--- src/rtl/eh2_exu_mul_pipe.sv ---
// eh2_exu_mul_pipe: pipelined multi-threaded integer multiplier.
// E1 holds the issued operands and applies load-result bypass.
// E2 holds the sign-extended operands that feed the multiplier.
// STAGES-2 product registers follow, and the last one drives the result.
// A whole-pipe stall freezes every stage.
// A per-thread flush clears stage valids, including while stalled.
module eh2_exu_mul_pipe #(
    parameter int DATA_W = 32,
    parameter int STAGES = 3,
    parameter int TID_W  = 1
) (
    input  logic                  clk,
    input  logic                  rst_l,
    input  logic                  in_valid,
    input  logic [TID_W-1:0]      in_tid,
    input  logic [DATA_W-1:0]     a,
    input  logic [DATA_W-1:0]     b,
    input  logic                  rs1_sign,
    input  logic                  rs2_sign,
    input  logic                  low,
    input  logic                  rs1_byp,
    input  logic                  rs2_byp,
    input  logic [DATA_W-1:0]     byp_data,
    input  logic                  stall,
    input  logic [2**TID_W-1:0]   flush,
    output logic                  out_valid,
    output logic [TID_W-1:0]      out_tid,
    output logic [DATA_W-1:0]     out
);

    localparam int NP = STAGES - 2;
    localparam int PW = 2 * DATA_W;

    logic [DATA_W-1:0] r_e1_a;
    logic [DATA_W-1:0] r_e1_b;
    logic              r_e1_s1;
    logic              r_e1_s2;
    logic              r_e1_low;
    logic              r_e1_byp1;
    logic              r_e1_byp2;
    logic [TID_W-1:0]  r_e1_tid;
    logic              r_e1_valid;

    logic [DATA_W:0]   r_e2_a;
    logic [DATA_W:0]   r_e2_b;
    logic              r_e2_low;
    logic [TID_W-1:0]  r_e2_tid;
    logic              r_e2_valid;

    logic [PW-1:0]     r_p_prod [NP];
    logic [TID_W-1:0]  r_p_tid  [NP];
    logic [NP-1:0]     r_p_low;
    logic [NP-1:0]     r_p_valid;

    logic [DATA_W-1:0] w_op_a;
    logic [DATA_W-1:0] w_op_b;
    logic [PW-1:0]     w_ext_a;
    logic [PW-1:0]     w_ext_b;
    logic [PW-1:0]     w_prod;

    // E1: capture issue; while stalled, latch the bypass data so it need only be valid once
    always_ff @(posedge clk or negedge rst_l) begin
        if (!rst_l) begin
            r_e1_a     <= '0;
            r_e1_b     <= '0;
            r_e1_s1    <= 1'b0;
            r_e1_s2    <= 1'b0;
            r_e1_low   <= 1'b0;
            r_e1_byp1  <= 1'b0;
            r_e1_byp2  <= 1'b0;
            r_e1_tid   <= '0;
            r_e1_valid <= 1'b0;
        end else begin
            if (!stall && in_valid) begin
                r_e1_a    <= a;
                r_e1_b    <= b;
                r_e1_s1   <= rs1_sign;
                r_e1_s2   <= rs2_sign;
                r_e1_low  <= low;
                r_e1_byp1 <= rs1_byp;
                r_e1_byp2 <= rs2_byp;
                r_e1_tid  <= in_tid;
            end else if (stall && r_e1_valid) begin
                if (r_e1_byp1) begin
                    r_e1_a    <= byp_data;
                    r_e1_byp1 <= 1'b0;
                end
                if (r_e1_byp2) begin
                    r_e1_b    <= byp_data;
                    r_e1_byp2 <= 1'b0;
                end
            end
            if (!stall)
                r_e1_valid <= in_valid & ~flush[in_tid];
            else
                r_e1_valid <= r_e1_valid & ~flush[r_e1_tid];
        end
    end

    assign w_op_a = r_e1_byp1 ? byp_data : r_e1_a;
    assign w_op_b = r_e1_byp2 ? byp_data : r_e1_b;

    // E2: hold operands extended by one sign bit so one signed multiply covers all four ops
    always_ff @(posedge clk or negedge rst_l) begin
        if (!rst_l) begin
            r_e2_a     <= '0;
            r_e2_b     <= '0;
            r_e2_low   <= 1'b0;
            r_e2_tid   <= '0;
            r_e2_valid <= 1'b0;
        end else begin
            if (!stall && r_e1_valid) begin
                r_e2_a   <= {r_e1_s1 & w_op_a[DATA_W-1], w_op_a};
                r_e2_b   <= {r_e1_s2 & w_op_b[DATA_W-1], w_op_b};
                r_e2_low <= r_e1_low;
                r_e2_tid <= r_e1_tid;
            end
            if (!stall)
                r_e2_valid <= r_e1_valid & ~flush[r_e1_tid];
            else
                r_e2_valid <= r_e2_valid & ~flush[r_e2_tid];
        end
    end

    // Only the low 2*DATA_W product bits are kept, and those depend only on
    // the low 2*DATA_W bits of the sign-extended operands.
    assign w_ext_a = {{(DATA_W-1){r_e2_a[DATA_W]}}, r_e2_a};
    assign w_ext_b = {{(DATA_W-1){r_e2_b[DATA_W]}}, r_e2_b};
    assign w_prod  = w_ext_a * w_ext_b;

    // Product register chain; data moves only behind a valid op, bubbles move as valid=0
    always_ff @(posedge clk or negedge rst_l) begin
        if (!rst_l) begin
            for (int i = 0; i < NP; i++) begin
                r_p_prod[i] <= '0;
                r_p_tid[i]  <= '0;
            end
            r_p_low   <= '0;
            r_p_valid <= '0;
        end else begin
            if (!stall && r_e2_valid) begin
                r_p_prod[0] <= w_prod;
                r_p_low[0]  <= r_e2_low;
                r_p_tid[0]  <= r_e2_tid;
            end
            if (!stall)
                r_p_valid[0] <= r_e2_valid & ~flush[r_e2_tid];
            else
                r_p_valid[0] <= r_p_valid[0] & ~flush[r_p_tid[0]];
            for (int i = 1; i < NP; i++) begin
                if (!stall && r_p_valid[i-1]) begin
                    r_p_prod[i] <= r_p_prod[i-1];
                    r_p_low[i]  <= r_p_low[i-1];
                    r_p_tid[i]  <= r_p_tid[i-1];
                end
                if (!stall)
                    r_p_valid[i] <= r_p_valid[i-1] & ~flush[r_p_tid[i-1]];
                else
                    r_p_valid[i] <= r_p_valid[i] & ~flush[r_p_tid[i]];
            end
        end
    end

    assign out_valid = r_p_valid[NP-1];
    assign out_tid   = r_p_tid[NP-1];
    assign out       = r_p_low[NP-1] ? r_p_prod[NP-1][DATA_W-1:0]
                                     : r_p_prod[NP-1][PW-1:DATA_W];

endmodule

--- config.mk ---
export PLATFORM = sky130hd
export DESIGN_NAME = eh2_exu_mul_pipe
export DESIGN_NICKNAME = d
export VERILOG_FILES = /design/src/rtl/eh2_exu_mul_pipe.sv
export SDC_FILE = /design/constraint.sdc
export NUM_CORES = 2
export LEC_CHECK = 0
export CORE_UTILIZATION = 55
export CTS_CLUSTER_SIZE = 12
export DETAILED_ROUTE_END_ITERATION = 6
export GPL_TIMING_DRIVEN = 0
export PLACE_DENSITY_LB_ADDON = 0.08
export SLEW_MARGIN = 40
export SYNTH_ARGS = -nofsm -noshare
export SYNTH_HDL_FRONTEND = slang
export SYNTH_SLANG_ARGS = --single-unit
--- constraint.sdc ---
create_clock -name clk -period 10.37 [get_ports clk]
set_input_delay 2.074 -clock clk [delete_from_list [all_inputs] [get_ports clk]]
set_output_delay 2.074 -clock clk [all_outputs]
set_load 0.03 [all_outputs]
# Yosys cells after proc, flatten, opt, wreduce, memory -nomap -nowiden
# Index checks and enable logic that the tools add are counted.
# totals
ff_bits	207
inputBits	108
# op_classes
n_mul	1
reduce_logical	6
magnitude_cmp	4
bitwise_logic	10
muxes	21
# ops
cell	n
two-way mux 32 bit	7
multiplier 33 x 33 -> 64 bit	1
two-way mux 1 bit	14
< comparator 1 x 2 -> 1 bit (second input constant)	4
bitwise AND 1 bit	6
logical AND 1 bit	4
NOT 1 bit	4
nonzero test 2 bit	1
zero test 1 bit	1

# Depth between registers and ports, before layout
# depth
ltp_word	5
mapped_depth	29
depth_no_buf	26

# Worst setup path before layout
# No wires, ideal clock.
# synth_path
path_type	register to register
start	register r_e2_b[3]
end	register r_p_prod[60] (netlist name)
arrival_time_ps	7606
period_less_slack_ps	7738
required_ps	10238
slack_ps	2632
stages_incl_launch_ff	28
path_cell_list	dfrtp_1 > clkbuf_1 > clkbuf_1 > nand2_1 > inv_1 > fa_1 > fa_1 > fa_1 > inv_1 > fa_1 > inv_1 > fa_1 > fa_1 > inv_1 > fa_1 > fa_1 > inv_1 > ha_1 > clkbuf_1 > a21o_1 > a21o_1 > a21oi_1 > o21bai_1 > a21oi_1 > nand2_1 > o21a_1 > xnor2_1 > o21ai_1
# synth_between
elab_chain_cells	1
# synth_lines
item	line_no	rtl
start: declaration	45	logic [DATA_W:0] r_e2_b;
start signal: assignment	114	r_e2_b <= {r_e1_s2 & w_op_b[DATA_W-1], w_op_b};
multiplier 33 x 33 -> 64 bit	129	assign w_prod = w_ext_a * w_ext_b;
end signal: indexed assignment	152	r_p_prod[i] <= r_p_prod[i-1];
end: declaration	50	logic [PW-1:0] r_p_prod [NP];
# No other way between the ends.
# A chain may end at the register's enable or synchronous reset.

# Worst setup path in the final report
# layout_path
start	register r_e2_b[4]
end	register r_p_prod[60] (netlist name)
# Same word-level chain as after synthesis.

==> flow_results.org <==
** Worst setup path
- The critical path starts at r_e2_b[4]$_DFFE_PN0P_.
- Of all nets on the critical path, the largest fanout is 10.
- Data arrival time of the worst path :: 10340 ps
- For flop-to-flop paths, the worst setup slack is between 400 and 500 ps.
- The most critical setup path has its endpoint at r_p_prod[60]$_DFFE_PN0P_.
- The worst setup path is captured at a flip-flop.
- Cell repeated most along the worst path :: sky130_fd_sc_hd__fa_1
- The worst setup path is of the flip-flop to flip-flop kind.
- Slowest Stage Delay on Critical Path :: 910 ps
- In this run the critical register-to-register path is captured at r_p_prod[60]$_DFFE_PN0P_.
- Counting cells, the worst reg-to-reg path comes to 26.
- Crit Reg-Reg Startpoint :: r_e2_b[4]$_DFFE_PN0P_
- Slowest cell on the critical path :: sky130_fd_sc_hd__fa_1
- For the worst setup path, the data required time is approximately 11000 ps.
- The worst setup path is launched from a flip-flop.

** Floorplan
- Once the floorplan was initialized, standard cells occupied 55.55% of the core.
- Horiz. Die Dim :: just under 300 µm
- Total I/O pin count :: 142
- Die outline height :: 295.5 µm
- Core area :: approximately 0.085 mm²
- Row count :: 107
- Total Die Area :: 0.08730 mm²

** Timing
- The final-report hold violation count is 0.
- Final hold slack :: 473.6 ps
- In the finished design, the share of the clock period the worst path needs comes to 95.21%.
- Worst slew pin tran :: 999.2 ps
- Clock skew on the completed layout was measured at 34.63 ps.
- Static timing analysis puts the maximum clock frequency at just over 100 MHz.
- Max-slew violations :: 0
- Worst slew margin relative to its limit :: between 30% and 40%
- Setup violations remaining at the end of the flow were counted as 0.
- Worst Slack Setup Final :: 497.0 ps
- Setup repair after global routing missed its margin :: false
- Min Clock Period, post-route :: 9873 ps

** Detailed routing
- For this run, design rule violations remaining after detail routing come to 0.
- Summed over all layers, the routed wires come to 179.3 mm.
- The highest metal layer carrying signal wires in the routed design is met5.
- In this run the remaining antenna-violating nets after routing total 0.
- Total iterations of the first detailed-routing run :: 6
- Total number of vias :: between 30000 and 40000
- After detailed routing, the number of vias per cell comes to 5.811.
- Number of DRC markers in iteration 0 :: 3409
- In the final routing, the length of wire on met1 measures between 60 and 70 mm.
- Average detailed-routed wire length per instance :: 28.08 µm
- Met3 Wirelength :: 18.47 mm
- In the detailed route, the total length drawn on met2 is 80.66 mm.

** Logic synthesis
- Post-synthesis net count :: 6473
- Averaged over all synthesized cells, the footprint is 9.421 µm².
- Of all flip-flops after synthesis, the portion carrying an async set or reset was 100.0%.
- The number of different library cells used by synthesis comes to 66.
- Number of enable flip-flop cells after synthesis :: 0
- Area share of the largest cell type after synthesis :: approximately 48%
- Flops & latches, synth :: 207
- After synthesis, flip-flops and latches occupy 10.94% of the total area.
- Summing every instance area after synthesis gives approximately 0.047 mm².
- Synthesis produced a netlist whose cell count is approximately 5000.
- Ranking of synthesized cells by area :: sky130_fd_sc_hd__fa_1 (48%), sky130_fd_sc_hd__dfrtp_1 (11%), sky130_fd_sc_hd__inv_1 (8.6%)
- Number of warnings reported in the yosys synthesis log :: 0
- Summed over all instances, the cell type with the most area after synthesis is sky130_fd_sc_hd__fa_1.
- Flip-flop cell with the highest count after synthesis :: sky130_fd_sc_hd__dfrtp_1

** Clocking
- Number of buffers added to fix hold violations after cts :: 0
- The number of gates resized after CTS was 0.
- CTS built an H-tree with a depth of 1.
- Counting the buffers created by CTS gives 26.
- The number of setup buffers added after CTS is 0.
- Worst-skew pair later-pin latency :: 600 ps
- CTS clock-pin slew for the worst setup and hold paths :: 60 ps
- The clock drives ~210 sinks.
- TritonCTS built the clock tree.
- The clock passes through at most 3 buffers.
- CTS root buffer :: sky130_fd_sc_hd__clkbuf_16

** Final layout
- Filler cells :: 7719
- For this run, the post-layout net count is roughly 6600.
- The finished layout holds roughly 6400 standard cells, fillers aside.
- Layout cell share with drive strength beyond 1 :: 3.563%
- Compared with the post-synthesis result, the final layout area differs by 8.505%.

** Placed design
- Detailed placement finished with a half-perimeter wire length of 148.4 mm.
- At the end of routability-driven placement, the weighted congestion stood at 1.061.
- The number of placed instances, taps included, is ~6300.
- IO buf count :: 140
- Worst slack at placement :: about 700 ps

** Outcome
- The flow ran to the end, and the final reports show no timing, DRC or antenna violations.

** Min path
- The path class of the tightest hold or removal check is flip-flop to flip-flop.
- The worst hold path was traced through 2 stages.

** GRT
- Across every metal layer, demand over resource in global routing totals 42.18%.
- Entering global routing, the biggest net connects 67 pins.
- The first global-routing pass estimated 255.3 mm of wire.
- The number of antenna violations at the first check in global routing came to 31.
- The total overflow left after global routing is 0.
- Vias in the first global route :: between 30000 and 40000

** Run
- Max-cap violations in this run came to 0.
[sequential cells by signal, indices dropped and copies added, names as in the netlist]
register / flops
r_e2_low: 1
r_e1_low: 1
r_e2_valid: 1
r_e1_s2: 1
r_e1_valid: 1
r_p_low: 1
r_e1_tid: 1
r_e1_s1: 1
r_e1_byp1: 1
r_e1_b: 32
r_e2_b: 33
r_e1_byp2: 1
out_tid: 1
r_e1_a: 32
r_e2_tid: 1
out_valid: 1
r_p_prod: 64
r_e2_a: 33
[metal layers]
layer | global-route usage, % | vias to the layer above
met5 | 0.5543 | -
met4 | 32.45 | 16
met3 | 11.22 | 641
met2 | 64.33 | 2059
met1 | 51.17 | 19230
li1 | - | 15170
[per-stage QoR]
| stage | instance area, µm² | util, % | TNS (ps) |
|---|---|---|---|
| global route | 51340 | 60.20 | 0 |
| CTS | 51310 | 60.17 | 0 |
| finish | 51400 | 60.27 | 0 |
| global placement | 50200 | 58.87 | -413190 |
| floorplan | 47370 | - | 0 |
| detailed placement | 50380 | 59.08 | 0 |
[Yosys cell counts (all sizes together), types with 2 or more instances]
cell	n
fa	1125
inv	1082
nand2	712
and2	551
clkbuf	268
ha	212
dfrtp	207
o21ai	156
a21oi	142
mux2i	133
nor2	101
xnor2	41
mux2	36
nor2b	32
xor2	31
nand3	25
a21o	24
buf	19
nand4	12
nand2b	11
a211oi	9
a31oi	9
o211ai	9
o21bai	9
nor3	8
o21a	7
o31ai	7
a21boi	5
and3	5
or3	4
o31a	3
a2111oi	2
a22o	2
a311oi	2
a41oi	2
nor3b	2
nor4	2
o2111ai	2
o22ai	2
o41ai	2
[worst max-delay path: cells and delay by family (launching register included)]
| family | cells | cell delay [ps] |
|---|---|---|
| DFF | 1 | 330 |
| buffers and inverters | 7 | 1530 |
| AOI/OAI and AO/OA | 7 | 2190 |
| xor gates and xnor gates | 1 | 500 |
| and+or+nand+nor | 2 | 310 |
| adders and majority gates | 9 | 4860 |
[cell type report]
type / count / area [µm²] / area share, %
diodes: 22 / 55.05 / 0.1071
plain buffers: 287 / 1195 / 2.325
clock buffers: 34 / 740.7 / 1.441
clock inverters: 13 / 191.4 / 0.3725
inverters: 1082 / 4061 / 7.902
multi-input cells: 3452 / 37040 / 72.06
flip-flops and latches: 207 / 5180 / 10.08
well taps: 1144 / 1431 / 2.785
repair buffers: 145 / 1504 / 2.926
[worst min-delay path by stage]
stage,to,start
floorplan,r_p_prod[0]$_DFFE_PN0P_,r_p_prod[0]$_DFFE_PN0P_
global placement,r_p_prod[0]$_DFFE_PN0P_,r_p_prod[0]$_DFFE_PN0P_
detailed placement,r_p_prod[0]$_DFFE_PN0P_,r_p_prod[0]$_DFFE_PN0P_
CTS,r_e2_low$_DFFE_PN0P_,r_e1_low$_DFFE_PN0P_
global route,r_p_prod[8]$_DFFE_PN0P_,r_p_prod[8]$_DFFE_PN0P_
finish,r_e2_low$_DFFE_PN0P_,r_e1_low$_DFFE_PN0P_
[logic make-up after synthesis]
| group | after synthesis | synth area share [%] |
|---|---|---|
| AND/OR/NAND/NOR | 1470 | 15.08 |
| buffers and inverters | 1369 | 10.88 |
| adder cells (fa/ha/maj) | 1337 | 53.14 |
| AO/OA/AOI/OAI | 404 | 4.963 |
| flip-flops | 207 | 10.94 |
| multiplexers | 169 | 3.666 |
| XOR/XNOR | 72 | 1.331 |
[cell usage in the layout (no fill, tap or decap), drive strengths merged, types with 5 or more instances in the layout]
cell type         n
o31ai             7
xor2             31
nand2b           11
nand4            12
buf              23
inv            1084
and3              5
xnor2            41
clkbuf          304
a31oi             9
a21oi           142
nand3            25
nor2            101
mux2i           133
o211ai            9
o21a              7
nor3              8
a21o             24
ha              212
o21bai            9
nor2b            32
diode            22
a21boi            5
clkinv            7
mux2             36
and2            551
fa             1125
o21ai           156
nand2           712
clkdlybuf4s50   139
dfrtp           207
a211oi            9
Power is not shown: default switching activity piles up to over one toggle a cycle in this logic, so the estimate is an artifact.
